## src/rtl/conv_seq_ctrl_if.sv

```systemverilog
// Control/status bundle between the layer sequencer and its requester.
// The master side issues start/abort/grant; the slave side is the sequencer.
interface conv_seq_ctrl_if #(
  parameter int IMG_H  = 64,
  parameter int NUM_CH = 2,
  parameter int CNT_W  = 16
);
  localparam int RW = $clog2(IMG_H + 1);
  localparam int CW = $clog2(NUM_CH + 1);

  logic             ready;
  logic [1:0]       mode;
  logic             abort;
  logic             mem_grant;
  logic             busy;
  logic             done;
  logic [5:0]       flags;
  logic [CNT_W-1:0] cnt;
  logic [RW-1:0]    row_idx;
  logic [CW-1:0]    ch_idx;

  modport master (
    output ready, mode, abort, mem_grant,
    input  busy, done, flags, cnt, row_idx, ch_idx
  );

  modport slave (
    input  ready, mode, abort, mem_grant,
    output busy, done, flags, cnt, row_idx, ch_idx
  );
endinterface

```

## src/rtl/conv_seq_ctrl.sv

```systemverilog
// Layer sequencer for the conv/ReLU/pool/flatten engine: walks rows and
// channels, drives one-hot phase enables, no datapath.
//
// state     | meaning
// ----------+-------------------------------------------------------------
// S_IDLE    | waiting for ready; mode captured on start
// S_LOAD    | fetch KSIZE padded rows into the line buffer (grant-gated)
// S_CONV    | compute one output row, one pixel per cycle
// S_WR_CONV | write the conv row back (grant-gated)
// S_POOL    | 2x2 max-pool over the channel's full map (grant-gated)
// S_FLAT    | stream all channel maps out flattened (grant-gated)
// S_FINISH  | one-cycle done pulse, then back to idle
module conv_seq_ctrl #(
  parameter int IMG_W  = 64,
  parameter int IMG_H  = 64,
  parameter int KSIZE  = 3,
  parameter int NUM_CH = 2,
  parameter int CNT_W  = 16
) (
  input logic            clk,
  input logic            reset,
  conv_seq_ctrl_if.slave bus
);
  localparam int RW = $clog2(IMG_H + 1);
  localparam int CW = $clog2(NUM_CH + 1);

  // Last beat index of each phase (phase length minus one).
  localparam logic [CNT_W-1:0] LAST_LD     = CNT_W'(KSIZE * (IMG_W + KSIZE - 1) - 1);
  localparam logic [CNT_W-1:0] LAST_LINE   = CNT_W'(IMG_W - 1);
  localparam logic [CNT_W-1:0] LAST_POOL   = CNT_W'(IMG_W * IMG_H - 1);
  localparam logic [CNT_W-1:0] LAST_FLAT_P = CNT_W'(NUM_CH * IMG_W * IMG_H / 4 - 1);
  localparam logic [CNT_W-1:0] LAST_FLAT_F = CNT_W'(NUM_CH * IMG_W * IMG_H - 1);
  localparam logic [RW-1:0]    LAST_ROW    = RW'(IMG_H - 1);
  localparam logic [CW-1:0]    LAST_CH     = CW'(NUM_CH - 1);

  typedef enum logic [2:0] {
    S_IDLE, S_LOAD, S_CONV, S_WR_CONV, S_POOL, S_FLAT, S_FINISH
  } state_t;

  state_t           state, nxt_state;
  logic [CNT_W-1:0] cnt_q, nxt_cnt;
  logic [RW-1:0]    row_q, nxt_row;
  logic [CW-1:0]    ch_q, nxt_ch;
  logic [1:0]       mode_q, nxt_mode;
  logic             busy_q, done_q;
  // Phase enables in order: flat, pool, wr_conv, conv, load.
  logic [4:0]       en_q;

  logic             advance;
  logic [CNT_W-1:0] last_idx;
  logic             phase_end;
  state_t           after_ch;

  // Next-state, counter and loop-index computation.
  always_comb begin
    advance   = 1'b0;
    last_idx  = '0;
    unique case (state)
      S_LOAD:    begin advance = bus.mem_grant; last_idx = LAST_LD;   end
      S_CONV:    begin advance = 1'b1;          last_idx = LAST_LINE; end
      S_WR_CONV: begin advance = bus.mem_grant; last_idx = LAST_LINE; end
      S_POOL:    begin advance = bus.mem_grant; last_idx = LAST_POOL; end
      S_FLAT:    begin
        advance  = bus.mem_grant;
        last_idx = mode_q[0] ? LAST_FLAT_P : LAST_FLAT_F;
      end
      default:   begin advance = 1'b0;          last_idx = '0;        end
    endcase
    phase_end = advance && (cnt_q == last_idx);

    // Where a finished channel goes: next channel, flatten, or done.
    if (ch_q == LAST_CH) after_ch = mode_q[1] ? S_FLAT : S_FINISH;
    else                 after_ch = S_LOAD;

    nxt_state = state;
    nxt_cnt   = cnt_q;
    nxt_row   = row_q;
    nxt_ch    = ch_q;
    nxt_mode  = mode_q;

    if (state == S_IDLE) begin
      if (bus.ready) begin
        nxt_state = S_LOAD;
        nxt_cnt   = '0;
        nxt_row   = '0;
        nxt_ch    = '0;
        nxt_mode  = bus.mode;
      end
    end else if (bus.abort || state == S_FINISH) begin
      nxt_state = S_IDLE;
      nxt_cnt   = '0;
      nxt_row   = '0;
      nxt_ch    = '0;
    end else if (phase_end) begin
      nxt_cnt = '0;
      unique case (state)
        S_LOAD: nxt_state = S_CONV;
        S_CONV: nxt_state = S_WR_CONV;
        S_WR_CONV: begin
          if (row_q == LAST_ROW) begin
            nxt_row = '0;
            if (mode_q[0]) begin
              nxt_state = S_POOL;
            end else begin
              nxt_ch    = ch_q + CW'(1);
              nxt_state = after_ch;
            end
          end else begin
            nxt_row   = row_q + RW'(1);
            nxt_state = S_LOAD;
          end
        end
        S_POOL: begin
          nxt_ch    = ch_q + CW'(1);
          nxt_state = after_ch;
        end
        S_FLAT:  nxt_state = S_FINISH;
        default: nxt_state = S_IDLE;
      endcase
    end else if (advance) begin
      nxt_cnt = cnt_q + CNT_W'(1);
    end
  end

  // State and index registers; outputs registered from the next state so
  // they line up with the state they describe.
  always_ff @(posedge clk or negedge reset) begin
    if (!reset) begin
      state  <= S_IDLE;
      cnt_q  <= '0;
      row_q  <= '0;
      ch_q   <= '0;
      mode_q <= '0;
      busy_q <= 1'b0;
      done_q <= 1'b0;
      en_q   <= '0;
    end else begin
      state  <= nxt_state;
      cnt_q  <= nxt_cnt;
      row_q  <= nxt_row;
      ch_q   <= nxt_ch;
      mode_q <= nxt_mode;
      busy_q <= (nxt_state != S_IDLE) && (nxt_state != S_FINISH);
      done_q <= (nxt_state == S_FINISH);
      en_q   <= {nxt_state == S_FLAT, nxt_state == S_POOL, nxt_state == S_WR_CONV,
                 nxt_state == S_CONV, nxt_state == S_LOAD};
    end
  end

  // pool_wr depends on this cycle's grant, so it is decoded from the
  // registered pool enable rather than registered itself.
  always_comb begin
    bus.flags = {en_q[4], en_q[3] & bus.mem_grant & (cnt_q[1:0] == 2'b11),
                 en_q[3], en_q[2], en_q[1], en_q[0]};
  end

  assign bus.busy    = busy_q;
  assign bus.done    = done_q;
  assign bus.cnt     = cnt_q;
  assign bus.row_idx = row_q;
  assign bus.ch_idx  = ch_q;
endmodule

```

## src/flat_wrapper.sv

```systemverilog
// flat-port wrapper written by rule: the top's interface ports become plain ports
module conv_seq_ctrl_flat 
#(
  parameter int IMG_W  = 64,
  parameter int IMG_H  = 64,
  parameter int KSIZE  = 3,
  parameter int NUM_CH = 2,
  parameter int CNT_W  = 16
)
  (clk, reset, bus_ready, bus_mode, bus_abort, bus_mem_grant, bus_busy, bus_done, bus_flags, bus_cnt, bus_row_idx, bus_ch_idx);
  conv_seq_ctrl_if #(.IMG_H(IMG_H), .NUM_CH(NUM_CH), .CNT_W(CNT_W)) bus_i ();
  input logic clk;
  input logic reset;
  input wire logic [$bits(bus_i.ready)-1:0] bus_ready;
  input wire logic [$bits(bus_i.mode)-1:0] bus_mode;
  input wire logic [$bits(bus_i.abort)-1:0] bus_abort;
  input wire logic [$bits(bus_i.mem_grant)-1:0] bus_mem_grant;
  output wire logic [$bits(bus_i.busy)-1:0] bus_busy;
  output wire logic [$bits(bus_i.done)-1:0] bus_done;
  output wire logic [$bits(bus_i.flags)-1:0] bus_flags;
  output wire logic [$bits(bus_i.cnt)-1:0] bus_cnt;
  output wire logic [$bits(bus_i.row_idx)-1:0] bus_row_idx;
  output wire logic [$bits(bus_i.ch_idx)-1:0] bus_ch_idx;
  assign bus_i.ready = bus_ready;
  assign bus_i.mode = bus_mode;
  assign bus_i.abort = bus_abort;
  assign bus_i.mem_grant = bus_mem_grant;
  assign bus_busy = bus_i.busy;
  assign bus_done = bus_i.done;
  assign bus_flags = bus_i.flags;
  assign bus_cnt = bus_i.cnt;
  assign bus_row_idx = bus_i.row_idx;
  assign bus_ch_idx = bus_i.ch_idx;
  conv_seq_ctrl #(.IMG_W(IMG_W), .IMG_H(IMG_H), .KSIZE(KSIZE), .NUM_CH(NUM_CH), .CNT_W(CNT_W)) u_core (.clk(clk), .reset(reset), .bus(bus_i));
endmodule
```

## config.mk

```make
export PLATFORM = sky130hd
export DESIGN_NAME = conv_seq_ctrl_flat
export DESIGN_NICKNAME = d
export VERILOG_FILES = /design/src/rtl/conv_seq_ctrl_if.sv /design/src/rtl/conv_seq_ctrl.sv /design/src/flat_wrapper.sv
export SDC_FILE = /design/constraint.sdc
export NUM_CORES = 1
export LEC_CHECK = 0
export ABC_AREA = 1
export BUFFER_PORTS_ARGS = -buffer_cell sky130_fd_sc_hd__clkbuf_2
export CAP_MARGIN = 20
export CORE_MARGIN = 2
export CORE_UTILIZATION = 35
export CTS_BUF_LIST = sky130_fd_sc_hd__clkbuf_4 sky130_fd_sc_hd__clkbuf_8
export DETAILED_ROUTE_END_ITERATION = 10
export GPL_ROUTABILITY_DRIVEN = 0
export GPL_TIMING_DRIVEN = 1
export REMOVE_ABC_BUFFERS = 1
export SLEW_MARGIN = 20
export SYNTH_ARGS = -nofsm -noshare
export SYNTH_HDL_FRONTEND = slang
export SYNTH_SLANG_ARGS = --single-unit
```

## constraint.sdc

```tcl
create_clock -name clk -period 2 [get_ports clk]
set_input_delay 0.4 -clock clk [delete_from_list [all_inputs] [get_ports clk]]
set_output_delay 0.4 -clock clk [all_outputs]
set_load 0.01 [all_outputs]
```

==> impl_results.html <==
<table>
<tr><th>Metric</th><th>Value</th></tr>
<tr><th colspan="2">Drt</th></tr>
<tr><td>Average via count per standard cell</td><td>4.846</td></tr>
<tr><td>Detail-routed net length per standard cell</td><td>12.50 um</td></tr>
<tr><td>Number of detailed-routing iterations run before antenna repair</td><td>4</td></tr>
<tr><td>DRC marker count from the first detailed-route iteration</td><td>88</td></tr>
<tr><td>Remaining design rule violation count</td><td>0</td></tr>
<tr><td>Vias post-DR</td><td>2,171</td></tr>
<tr><td>Antenna Nets Post-Route</td><td>0</td></tr>
<tr><td>Final routed wirelength across all metal layers</td><td>5599 um</td></tr>
<tr><th colspan="2">Yosys</th></tr>
<tr><td>Proportion of synthesized chip area in sequential cells</td><td>40.50%</td></tr>
<tr><td>Share of synthesized cell area in full adder, half adder and majority cells</td><td>1.642%</td></tr>
<tr><td>Mux share of post-synthesis cell area</td><td>0.4926%</td></tr>
<tr><td>Share of synthesized cell area in and, or, nand and nor gates</td><td>36.67%</td></tr>
<tr><td>Number of distinct library cell variants in the gate-level netlist after synthesis</td><td>35</td></tr>
<tr><td>Parity-gate share of the synthesized area counting xor and xnor cells</td><td>4.598%</td></tr>
<tr><td>Synthesized flop and latch total</td><td>37</td></tr>
<tr><td>Complex-gate fraction of the synthesized area</td><td>7.937%</td></tr>
<tr><td>Warnings from Yosys</td><td>0</td></tr>
<tr><td>Avg Inst Size Synth</td><td>7.544 um2</td></tr>
<tr><td>Number of cells produced by synthesis</td><td>303</td></tr>
<tr><td>Dominant combinational cell family by area after synthesis</td><td>simple AND/OR/NAND/NOR gates</td></tr>
<tr><td>Post-synth design cell area</td><td>0.002286 mm2</td></tr>
<tr><th colspan="2">Setup path</th></tr>
<tr><td>Crit start category</td><td>register</td></tr>
<tr><td>Crit path cell chain</td><td>inv_4 -&gt; o21ai_1 -&gt; a21oi_1 -&gt; nand3_2 -&gt; nor2_4 -&gt; nand3_4 -&gt; nand3_2 -&gt; nand2_2 -&gt; nor2_4 -&gt; nand2_1 -&gt; nand2_1 -&gt; nand2_1</td></tr>
<tr><td>Maximum net fanout on the critical path</td><td>7</td></tr>
<tr><td>Dominant delay contributor by cell family on the critical path</td><td>simple AND/OR/NAND/NOR gates</td></tr>
<tr><td>Arr. time, crit path</td><td>2.06 ns</td></tr>
<tr><td>Required time reported for the critical path endpoint</td><td>2.18 ns</td></tr>
<tr><td>Buffering stage count on the worst path with inverters included</td><td>1</td></tr>
<tr><td>Kind of critical path</td><td>register to register</td></tr>
<tr><td>Largest stage delay, worst path</td><td>0.50 ns</td></tr>
<tr><td>Cell with the biggest individual delay on the critical path</td><td>sky130_fd_sc_hd__dfrtp_2</td></tr>
<tr><td>Type of destination of the critical path</td><td>register</td></tr>
<tr><td>Most repeated library cell on the critical path</td><td>sky130_fd_sc_hd__nand2_1</td></tr>
<tr><th colspan="2">Global routing</th></tr>
<tr><td>First-pass GRT wire length</td><td>9466 um</td></tr>
<tr><td>Vias in the first global route</td><td>2,052</td></tr>
<tr><td>Total global-route track usage</td><td>16.12%</td></tr>
<tr><td>Initial antenna violation count</td><td>0</td></tr>
<tr><td>Pin count of the biggest net entering global routing</td><td>25</td></tr>
<tr><td>GR Overflow Total</td><td>0</td></tr>
<tr><th colspan="2">CTS</th></tr>
<tr><td>Number of sinks on the clock net</td><td>37</td></tr>
<tr><td>Clock tree from TritonCTS</td><td>built</td></tr>
<tr><td>Number of hold buffers added after cts</td><td>0</td></tr>
<tr><td>Number of H-tree levels</td><td>2</td></tr>
<tr><td>Clock insertion delay at the later pin of the skew report</td><td>0.29 ns</td></tr>
<tr><td>Clock root buffer</td><td>sky130_fd_sc_hd__clkbuf_8</td></tr>
<tr><td>Clock transition at the registers of the reported paths</td><td>0.08 ns</td></tr>
<tr><td>Clock buffer count from CTS</td><td>5</td></tr>
<tr><td>Clock tree buffer depth</td><td>2</td></tr>
<tr><th colspan="2">Place</th></tr>
<tr><td>Port Buffer Count</td><td>39</td></tr>
<tr><td>Placed wire-length estimate after detailed placement</td><td>4280 um</td></tr>
<tr><td>Post-placement setup slack</td><td>-0.04828 ns</td></tr>
<tr><td>Placed instance area</td><td>0.002668 mm2</td></tr>
<tr><th colspan="2">Final layout</th></tr>
<tr><td>Sequential Area</td><td>928.4 um2</td></tr>
<tr><td>Layout Area Growth over Synthesis</td><td>28.63%</td></tr>
<tr><td>Cell area after layout</td><td>0.002940 mm2</td></tr>
<tr><td># nets final</td><td>380</td></tr>
<tr><td>Number of fill cells in the layout</td><td>647</td></tr>
<tr><td>Leading cell types in the layout, fill and taps excluded</td><td>sky130_fd_sc_hd__nand2_1, sky130_fd_sc_hd__clkbuf_2, sky130_fd_sc_hd__nor2_1, sky130_fd_sc_hd__dfrtp_1, sky130_fd_sc_hd__inv_1</td></tr>
<tr><td>Leading cell type in the layout, fill and taps excluded</td><td>sky130_fd_sc_hd__nand2_1</td></tr>
<tr><td>Antenna diode instance count</td><td>0</td></tr>
<tr><td>Multi-input combinational cell area</td><td>0.001271 mm2</td></tr>
<tr><td>Share of cells above drive strength 1</td><td>34.50%</td></tr>
<tr><th colspan="2">STA</th></tr>
<tr><td>Final setup viols</td><td>0</td></tr>
<tr><td>Post-route fraction of the period consumed by the critical path</td><td>94.02%</td></tr>
<tr><td>Upper clock frequency limit</td><td>531.8 MHz</td></tr>
<tr><td>Final critical path time including I/O delays and setup</td><td>1.880 ns</td></tr>
<tr><td>Relative slew slack</td><td>59.67%</td></tr>
<tr><td>Transition time of the tightest slew-check pin</td><td>0.6049 ns</td></tr>
<tr><td>Final WS setup</td><td>0.1196 ns</td></tr>
<tr><td>Worst clock skew</td><td>0.01035 ns</td></tr>
<tr><td>Final slew viol count</td><td>0</td></tr>
<tr><td>Number of hold violations in the final report</td><td>0</td></tr>
<tr><th colspan="2">Floorplan</th></tr>
<tr><td>Die width</td><td>84.82 um</td></tr>
<tr><td>Core area</td><td>0.006350 mm2</td></tr>
<tr><td>Area of the die</td><td>0.007194 mm2</td></tr>
<tr><td>Die Y</td><td>84.82 um</td></tr>
<tr><td>Initial Utilization</td><td>36.00%</td></tr>
<tr><td>Top-level port count</td><td>40</td></tr>
<tr><td>Standard-cell row count</td><td>29</td></tr>
<tr><th colspan="2">Pwr</th></tr>
<tr><td>Leak</td><td>1.488 nW</td></tr>
<tr><td>Share of total power in sequential cells</td><td>46.9%</td></tr>
<tr><td>Net switching power of the design</td><td>0.0005386 W</td></tr>
<tr><td>Clock Power Share</td><td>30.5%</td></tr>
<tr><td>Switching share of power</td><td>31.30%</td></tr>
<tr><td>Peak supply drop</td><td>0.2853 mV</td></tr>
<tr><td>Combinational share of power</td><td>22.6%</td></tr>
<tr><td>Ratio of total power to cell area</td><td>585.3 mW/mm2</td></tr>
<tr><td>Total internal power</td><td>0.001182 W</td></tr>
<tr><th colspan="2">Hold path</th></tr>
<tr><td>Type of the tightest min-delay check</td><td>input pin to async pin</td></tr>
<tr><th colspan="2">Run</th></tr>
<tr><td>Max-cap violation count</td><td>0</td></tr>
<tr><th colspan="2">Status</th></tr>
<tr><td>Result of the run</td><td>finished, final reports clean</td></tr>
</table>
[logic make-up (layout without fill, tap and decap cells)]
family                   after synthesis  count (layout)
AND/OR/NAND/NOR                      176             176
adder cells (fa/ha/maj)                3               3
flip-flops                            37              37
AO/OA/AOI/OAI                         31              31
buffers and inverters                 43             111
XOR/XNOR                              12              12
multiplexers                           1               1
[routing by layer]
metal	GRT usage (%)	wire, um	vias up
met2	27.34	2634	45
li1	-	-	1109
met3	3.210	212	8
met5	0	0	-
met1	21.43	2711	1009
met4	3.463	41	0
[final timing paths]
path	slack [ns]	end	cells past startpoint	from
worst max register to register	0.12	u_core.bus.busy	12	u_core.state[1]
min in group clk	0.34	u_core.mode_q[1]	2	bus_mode[1]
max in group asynchronous	1.29	u_core.mode_q[0]	2	reset
worst min-delay path	0.10	u_core.bus.cnt[6]	1	reset
worst min register to register	0.51	u_core.mode_q[1]	1	u_core.mode_q[1]
worst max-delay path	0.12	u_core.bus.busy	12	u_core.state[1]
[per-stage QoR]
stage | std cells | util (%) | hold slack, ns | TNS [ns] | power (W)
6_report | 448 | 46.31 | 0.1010 | 0 | 0.001721
5_1_grt | 448 | 46.31 | 0.1476 | -0.1820 | 0.001832
4_1_cts | 440 | 43.43 | 0.1178 | 0 | 0.001708
3_5_place_dp | 432 | 42.01 | 0.4350 | -0.3512 | 0.001175
3_3_place_gp | 432 | 42.01 | 0.4233 | 0 | 0.001169
2_1_floorplan | 299 | - | 0.1044 | 0 | 0.001036
[registers in the layout, indices dropped and copies added (netlist names)]
name / flops
u_core.mode_q: 2
u_core.bus.busy: 1
u_core.bus.done: 1
u_core.en_q: 5
u_core.bus.cnt: 16
u_core.bus.row_idx: 7
u_core.state: 3
u_core.bus.ch_idx: 2
[synthesized netlist by cell type]
master | count | area share [%]
sky130_fd_sc_hd__o21ai_4 | 1 | 0.71
sky130_fd_sc_hd__buf_6 | 2 | 0.99
sky130_fd_sc_hd__a21oi_1 | 10 | 2.2
sky130_fd_sc_hd__dfrtp_1 | 37 | 41
sky130_fd_sc_hd__nor2_1 | 40 | 6.6
sky130_fd_sc_hd__ha_1 | 3 | 1.6
sky130_fd_sc_hd__nand3b_1 | 2 | 0.66
sky130_fd_sc_hd__o31ai_1 | 1 | 0.33
sky130_fd_sc_hd__buf_4 | 2 | 0.66
sky130_fd_sc_hd__nand3_2 | 2 | 0.88
sky130_fd_sc_hd__nand2_2 | 4 | 1.1
sky130_fd_sc_hd__nor2_4 | 4 | 2.0
sky130_fd_sc_hd__a21oi_2 | 1 | 0.38
sky130_fd_sc_hd__o21ai_2 | 1 | 0.38
sky130_fd_sc_hd__o21ai_0 | 13 | 2.8
sky130_fd_sc_hd__nand2_1 | 73 | 12
sky130_fd_sc_hd__inv_4 | 1 | 0.27
sky130_fd_sc_hd__nand4_1 | 6 | 1.6
sky130_fd_sc_hd__xnor2_1 | 2 | 0.77
sky130_fd_sc_hd__mux2_2 | 1 | 0.49
sky130_fd_sc_hd__inv_2 | 9 | 1.5
sky130_fd_sc_hd__o21a_1 | 1 | 0.33
sky130_fd_sc_hd__nand3_4 | 1 | 0.77
sky130_fd_sc_hd__xor2_1 | 10 | 3.8
sky130_fd_sc_hd__nand2_4 | 3 | 1.5
sky130_fd_sc_hd__nor3_1 | 6 | 1.3
sky130_fd_sc_hd__a211oi_1 | 1 | 0.33
sky130_fd_sc_hd__inv_1 | 29 | 4.8
sky130_fd_sc_hd__nor2_2 | 3 | 0.82
sky130_fd_sc_hd__o21ai_1 | 2 | 0.44
sky130_fd_sc_hd__or2_2 | 1 | 0.27
sky130_fd_sc_hd__nor3b_1 | 1 | 0.33
sky130_fd_sc_hd__nand3_1 | 27 | 5.9
sky130_fd_sc_hd__nor3_2 | 1 | 0.44
sky130_fd_sc_hd__nor4_1 | 2 | 0.55
[cell type report]
class                           count  share of cell area (%)
Clock inverter                      2                  0.3404
Sequential cell                    37                   31.57
Multi-Input combinational cell    223                   43.23
Inverter                           39                   5.404
Timing Repair Buffer               64                   13.57
Tap cell                           77                   3.277
Clock buffer                        6                   2.596
[timing repair]
action,4_1_cts,5_1_grt
pin swaps,0,13
gates resized for setup,2,33
setup buffers,0,8
endpoints found under the setup margin,14,27
[power by group through the flow]
stage               registers (W)  clock network [W]  logic [W]
global route             0.000812           0.000585   0.000435
global placement         0.000822                  0   0.000347
CTS                      0.000808           0.000545   0.000356
finish                   0.000807           0.000524   0.000389
floorplan                0.000835                  0   0.000201
detailed placement       0.000822                  0   0.000352
No activity file was read; power rests on OpenSTA's default activity.
